--- src/rtl/cricket_pkg.sv ---
// Shared constants, widths and FSM state for the cricket scoreboard.
// Imported by the scorer and by the display stage.
package cricket_pkg;

  localparam int OVERS          = 20;
  localparam int BALLS_PER_OVER = 6;
  localparam int MAX_WICKETS    = 10;
  localparam int RUN_SAT        = 999;

  localparam int RUNS_W = 10;
  localparam int WKT_W  = 4;
  localparam int OVR_W  = 5;
  localparam int BALL_W = 3;
  localparam int SEL_W  = 3;

  typedef enum logic [0:0] {
    PLAY = 1'b0,
    DONE = 1'b1
  } state_e;

endpackage

--- src/rtl/pulse_sync.sv ---
// Two-flop synchroniser plus rising-edge detector.
// Ports: clk_fpga, reset_n (async low), in (async level), pulse (1 cycle).
module pulse_sync (
  input  logic clk_fpga,
  input  logic reset_n,
  input  logic in,
  output logic pulse
);

  logic s1_q, s2_q, s3_q;
  logic s1_d, s2_d, s3_d;

  always_comb begin
    s1_d = in;
    s2_d = s1_q;
    s3_d = s2_q;
  end

  always_ff @(posedge clk_fpga or negedge reset_n) begin
    if (!reset_n) begin
      s1_q <= 1'b0;
      s2_q <= 1'b0;
      s3_q <= 1'b0;
    end else begin
      s1_q <= s1_d;
      s2_q <= s2_d;
      s3_q <= s3_d;
    end
  end

  assign pulse = s2_q & ~s3_q;

endmodule

--- src/rtl/ball_event_scorer.sv ---
// Turns each debounced ball press into one scored T20 delivery.
// Ports: clk_fpga, reset_n, debounced_button, new_innings, run_sel,
//   wicket, extra in; runs, wickets, overs, balls, innings_over,
//   ball_event, bad_input out.
module ball_event_scorer
  import cricket_pkg::*;
#(
  parameter int OVERS          = cricket_pkg::OVERS,
  parameter int BALLS_PER_OVER = cricket_pkg::BALLS_PER_OVER,
  parameter int MAX_WICKETS    = cricket_pkg::MAX_WICKETS,
  parameter int RUN_SAT        = cricket_pkg::RUN_SAT
) (
  input  logic              clk_fpga,
  input  logic              reset_n,
  input  logic              debounced_button,
  input  logic              new_innings,
  input  logic [SEL_W-1:0]  run_sel,
  input  logic              wicket,
  input  logic              extra,
  output logic [RUNS_W-1:0] runs,
  output logic [WKT_W-1:0]  wickets,
  output logic [OVR_W-1:0]  overs,
  output logic [BALL_W-1:0] balls,
  output logic              innings_over,
  output logic              ball_event,
  output logic              bad_input
);

  logic evt;

  pulse_sync u_sync (
    .clk_fpga (clk_fpga),
    .reset_n  (reset_n),
    .in       (debounced_button),
    .pulse    (evt)
  );

  state_e              state_q, state_d;
  logic [RUNS_W-1:0]   runs_q, runs_d;
  logic [WKT_W-1:0]    wkt_q, wkt_d;
  logic [OVR_W-1:0]    ovr_q, ovr_d;
  logic [BALL_W-1:0]   ball_q, ball_d;
  logic                bev_q, bev_d;
  logic                bad_q, bad_d;
  logic [RUNS_W:0]     run_sum;

  // One extra bit so the sum can exceed the cap before clamping.
  assign run_sum = {1'b0, runs_q}
                 + (RUNS_W+1)'(run_sel)
                 + (RUNS_W+1)'(extra);

  always_comb begin
    state_d = state_q;
    runs_d  = runs_q;
    wkt_d   = wkt_q;
    ovr_d   = ovr_q;
    ball_d  = ball_q;
    bev_d   = 1'b0;
    bad_d   = 1'b0;
    if (new_innings) begin
      state_d = PLAY;
      runs_d  = '0;
      wkt_d   = '0;
      ovr_d   = '0;
      ball_d  = '0;
    end else if (evt && state_q == PLAY) begin
      if (run_sel == 3'd7) begin
        bad_d = 1'b1;
      end else begin
        bev_d = 1'b1;
        if (run_sum > (RUNS_W+1)'(RUN_SAT))
          runs_d = RUNS_W'(RUN_SAT);
        else
          runs_d = run_sum[RUNS_W-1:0];
        if (!extra) begin
          if (wicket && wkt_q < WKT_W'(MAX_WICKETS))
            wkt_d = wkt_q + 1'b1;
          if (ball_q == BALL_W'(BALLS_PER_OVER - 1)) begin
            ball_d = '0;
            if (ovr_q < OVR_W'(OVERS))
              ovr_d = ovr_q + 1'b1;
          end else begin
            ball_d = ball_q + 1'b1;
          end
          if (wkt_d >= WKT_W'(MAX_WICKETS) ||
              ovr_d >= OVR_W'(OVERS))
            state_d = DONE;
        end
      end
    end
  end

  always_ff @(posedge clk_fpga or negedge reset_n) begin
    if (!reset_n) begin
      state_q <= PLAY;
      runs_q  <= '0;
      wkt_q   <= '0;
      ovr_q   <= '0;
      ball_q  <= '0;
      bev_q   <= 1'b0;
      bad_q   <= 1'b0;
    end else begin
      state_q <= state_d;
      runs_q  <= runs_d;
      wkt_q   <= wkt_d;
      ovr_q   <= ovr_d;
      ball_q  <= ball_d;
      bev_q   <= bev_d;
      bad_q   <= bad_d;
    end
  end

  assign runs         = runs_q;
  assign wickets      = wkt_q;
  assign overs        = ovr_q;
  assign balls        = ball_q;
  assign innings_over = (state_q == DONE);
  assign ball_event   = bev_q;
  assign bad_input    = bad_q;

endmodule

--- config.mk ---
export PLATFORM = sky130hd
export DESIGN_NAME = ball_event_scorer
export DESIGN_NICKNAME = d
export VERILOG_FILES = /design/src/rtl/cricket_pkg.sv /design/src/rtl/pulse_sync.sv /design/src/rtl/ball_event_scorer.sv
export SDC_FILE = /design/constraint.sdc
export NUM_CORES = 1
export LEC_CHECK = 0
export ABC_AREA = 1
export BUFFER_PORTS_ARGS = -buffer_cell sky130_fd_sc_hd__buf_2
export CAP_MARGIN = 10
export CORE_ASPECT_RATIO = 0.6
export CORE_UTILIZATION = 40
export CTS_CLUSTER_SIZE = 8
export DETAILED_ROUTE_END_ITERATION = 8
export PLACE_DENSITY = 0.71
export SYNTH_ARGS = -nofsm -noshare
export SYNTH_HDL_FRONTEND = slang
export SYNTH_HIERARCHICAL = 1
export SYNTH_SLANG_ARGS = --single-unit
export TNS_END_PERCENT = 5
--- constraint.sdc ---
create_clock -name clk_fpga -period 5 [get_ports clk_fpga]
set_input_delay 0.25 -clock clk_fpga [delete_from_list [all_inputs] [get_ports clk_fpga]]
set_output_delay 0.25 -clock clk_fpga [all_outputs]
set_load 0.005 [all_outputs]
==> run metrics <==
startpoint type of the worst setup path=flip-flop; Final Skew=0.00126 ns; die area=4460 µm²; Top FF cell, synth=dfrtp_1; final setup fails=0; CTS sink cnt=28; Clock Tree Root=clkbuf_8; CTS Buf Count=3; clock-pin slew on the worst setup and hold paths=0.09 ns; Setup Buffers After CTS=0; Seq cells post-synth=28; Seq/Total Area, Yosys=41.8%; vias in the first global route=1,342; Synth area leaders=dfrtp_1 (42%), nand2_1 (16%), nand3_1 (7.8%); routed len/inst=12.5 µm; Total Routing Usage GR=19.3%; ys async rst share=100%; IO buf count=33; unrepaired setup endpoints after global routing=no; global route overflow=0; I/O pin total=34; Final Cell Area=1950 µm²; Rows=17; Resize count post-CTS=0; Fin. Hold Viols=0; Final Max Tran Viols=0; Max-Cap Viols=0; Placer Congestion=0.859; Final #Nets=283; Worst Path Arrival=2.47 ns; area delta synth->final=16.5%; n_diodes=0; Initial Utilization=43.8%; post-synthesis instance total=231; DIE WIDTH=85.6 µm; clk_lat worst skew=0.27 ns; cell area power density=220 nW/µm²; 1st-pass router iterations=4; Worst slew margin=50.9%; unique cell type count in the Yosys netlist=24; layout cells sized above 1=18.4%; Max Fclk=435 MHz; worst slew pin tran=0.734 ns; synthesized area=1680 µm²; min-delay src=debounced_button; CP Max Fanout=4; CTS H-Tree Depth=1; Synth top area share=41.8%; Detail Route Antenna Nets=0; DRC=0; DP Wirelength=3050 µm; crit-path most repeated cell=nand2_1; Max VDD drop=0.115 mV; core footprint=3830 µm²; Mapped Avg Cell Area=7.26 µm²; crit path kind=flip-flop to flip-flop; Worst Path Required=5.17 ns; Yosys warnings=6; Post-Route WL=3920 µm; Vert. Die Dim=52.2 µm; crit end category=flip-flop; initial drt markers=117; DP Worst Slack=2.70 ns; CTS tree=built; crit-path max cell delay=0.46 ns; Yosys top cell by area=dfrtp_1; worst setup slack after layout=2.70 ns; number of synthesized flops with an enable pin=0; HP Class=input pin to flip-flop; period utilization=46.0%; CP max stage cell=fa_1; CP Cell Sequence=fa_1, fa_1, nand3_2, nand2_1, nand2_1, nand2_1, nand2_1, nand2_1, nor2_1, nand2_2, nand2_1, o21ai_1; post-place instance area=1890 µm²; initial antenna violation count=0; R2R Path Start=runs[0]; Via density=5.02; status=complete, no violations; Syn Nets=246; setup TNS=0 ns; CTS Buffer Depth=2; first-pass GRT wire length=6550 µm; CP Launch Point=runs[0]; Tmin final=2.30 ns; largest net degree at the start of global routing=29; Leakage=0.00106 µW; Fillers=390; vias after detailed routing=1,576
[report_power, final]
part           total (µW)  switching, µW  leakage (µW)  internal [µW]
Combinational        55.5           35.9      0.000651           19.6
Clock                 139           68.6     0.0000288           70.6
Sequential            236           4.73      0.000381            231
Total                 430            109       0.00106            321
[synth_stat cells, drive strengths merged, types with 2 or more instances]
cell    n
nand2  77
nand3  27
o22ai   6
nand4   4
a21oi   6
inv    35
fa      2
o21ai  19
ha      4
xnor2   2
buf     2
nor2   14
nor3    2
dfrtp  28
[layout make-up]
class,instances,area [µm²],area share [%]
inverter,36,136,6.98
clock buffer,4,55.1,2.82
tap,47,58.8,3.01
multi-input combinational,165,827,42.3
sequential,28,701,35.9
timing repair buffer,34,175,8.97
[registers in the layout (all words and copies together), names as in the netlist]
name,flops
ball_event,1
wickets,4
runs,10
u_sync/s2_q,1
balls,3
overs,5
u_sync/s3_q,1
bad_input,1
innings_over,1
u_sync/s1_q,1
[cells by family after synthesis]
kind of cell	Yosys count	synth area share, %
AND/OR/NAND/NOR	125	32.7
buffers and inverters	38	8.88
AO/OA/AOI/OAI	32	10.2
flip-flops	28	41.8
adder cells (fa/ha/maj)	6	5.37
XOR/XNOR	2	1.04
[stage by stage]
stage / hold slack, ns / total power (µW) / utilization (%) / instances
finish: 0.0737 / 430 / 51.0 / 314
global route: 0.0618 / 454 / 51.0 / 314
detailed placement: 0.304 / 295 / 49.3 / 309
global placement: 0.312 / 294 / 49.3 / 309
floorplan: -0.0456 / 274 / - / 231
CTS: 0.0653 / 437 / 51.0 / 314
[routing by layer]
layer / wire length, µm / vias up / global-route usage, %
met4: 34 / 0 / 5.00
met1: 2170 / 709 / 29.9
met3: 228 / 4 / 4.60
met5: 0 / - / 0
met2: 1480 / 43 / 26.3
li1: - / 820 / -
[placed cells by master, fill, tap and decap left out]
master,netlist,final
ha_1,4,4
inv_2,1,1
inv_1,34,34
xnor2_1,2,2
nand2_2,4,4
clkinv_2,1,1
nand3_2,1,1
nor2_2,4,4
o21ai_0,16,16
clkbuf_8,0,4
dlygate4sd3_1,0,1
nor2_1,10,10
nor3_1,1,1
a21oi_1,6,6
nor3_2,1,1
dfrtp_1,28,28
buf_2,1,33
nand2_1,73,73
nand3_1,26,26
o221ai_1,1,1
nand4_1,4,4
o21ai_1,3,3
fa_1,2,2
nor4_1,1,1
o22ai_1,6,6
[final timing paths]
check / end / slack, ns / cells after the start
min in group asynchronous: runs[9] / 0.51 / 2
worst max register to register: runs[4] / 2.70 / 12
max in group asynchronous: overs[0] / 4.08 / 2
worst max-delay path: runs[4] / 2.70 / 12
worst min register to register: u_sync/s2_q / 0.36 / 0
worst min-delay path: u_sync/s1_q / 0.07 / 1
[critical path, delay by kind of cell, from the launching register on]
family	cells	cell delay [ns]
AOI/OAI and AO/OA	1	0.07
adders and majority gates	2	0.92
DFF	1	0.42
and+or+nand+nor	9	0.80
[repair_timing]
item,in CTS,in global routing
hold buffers,1,0
setup endpoints to repair,0,0
endpoints found under the hold margin,4,0
Note: power is estimated with default switching activity, not from simulation.
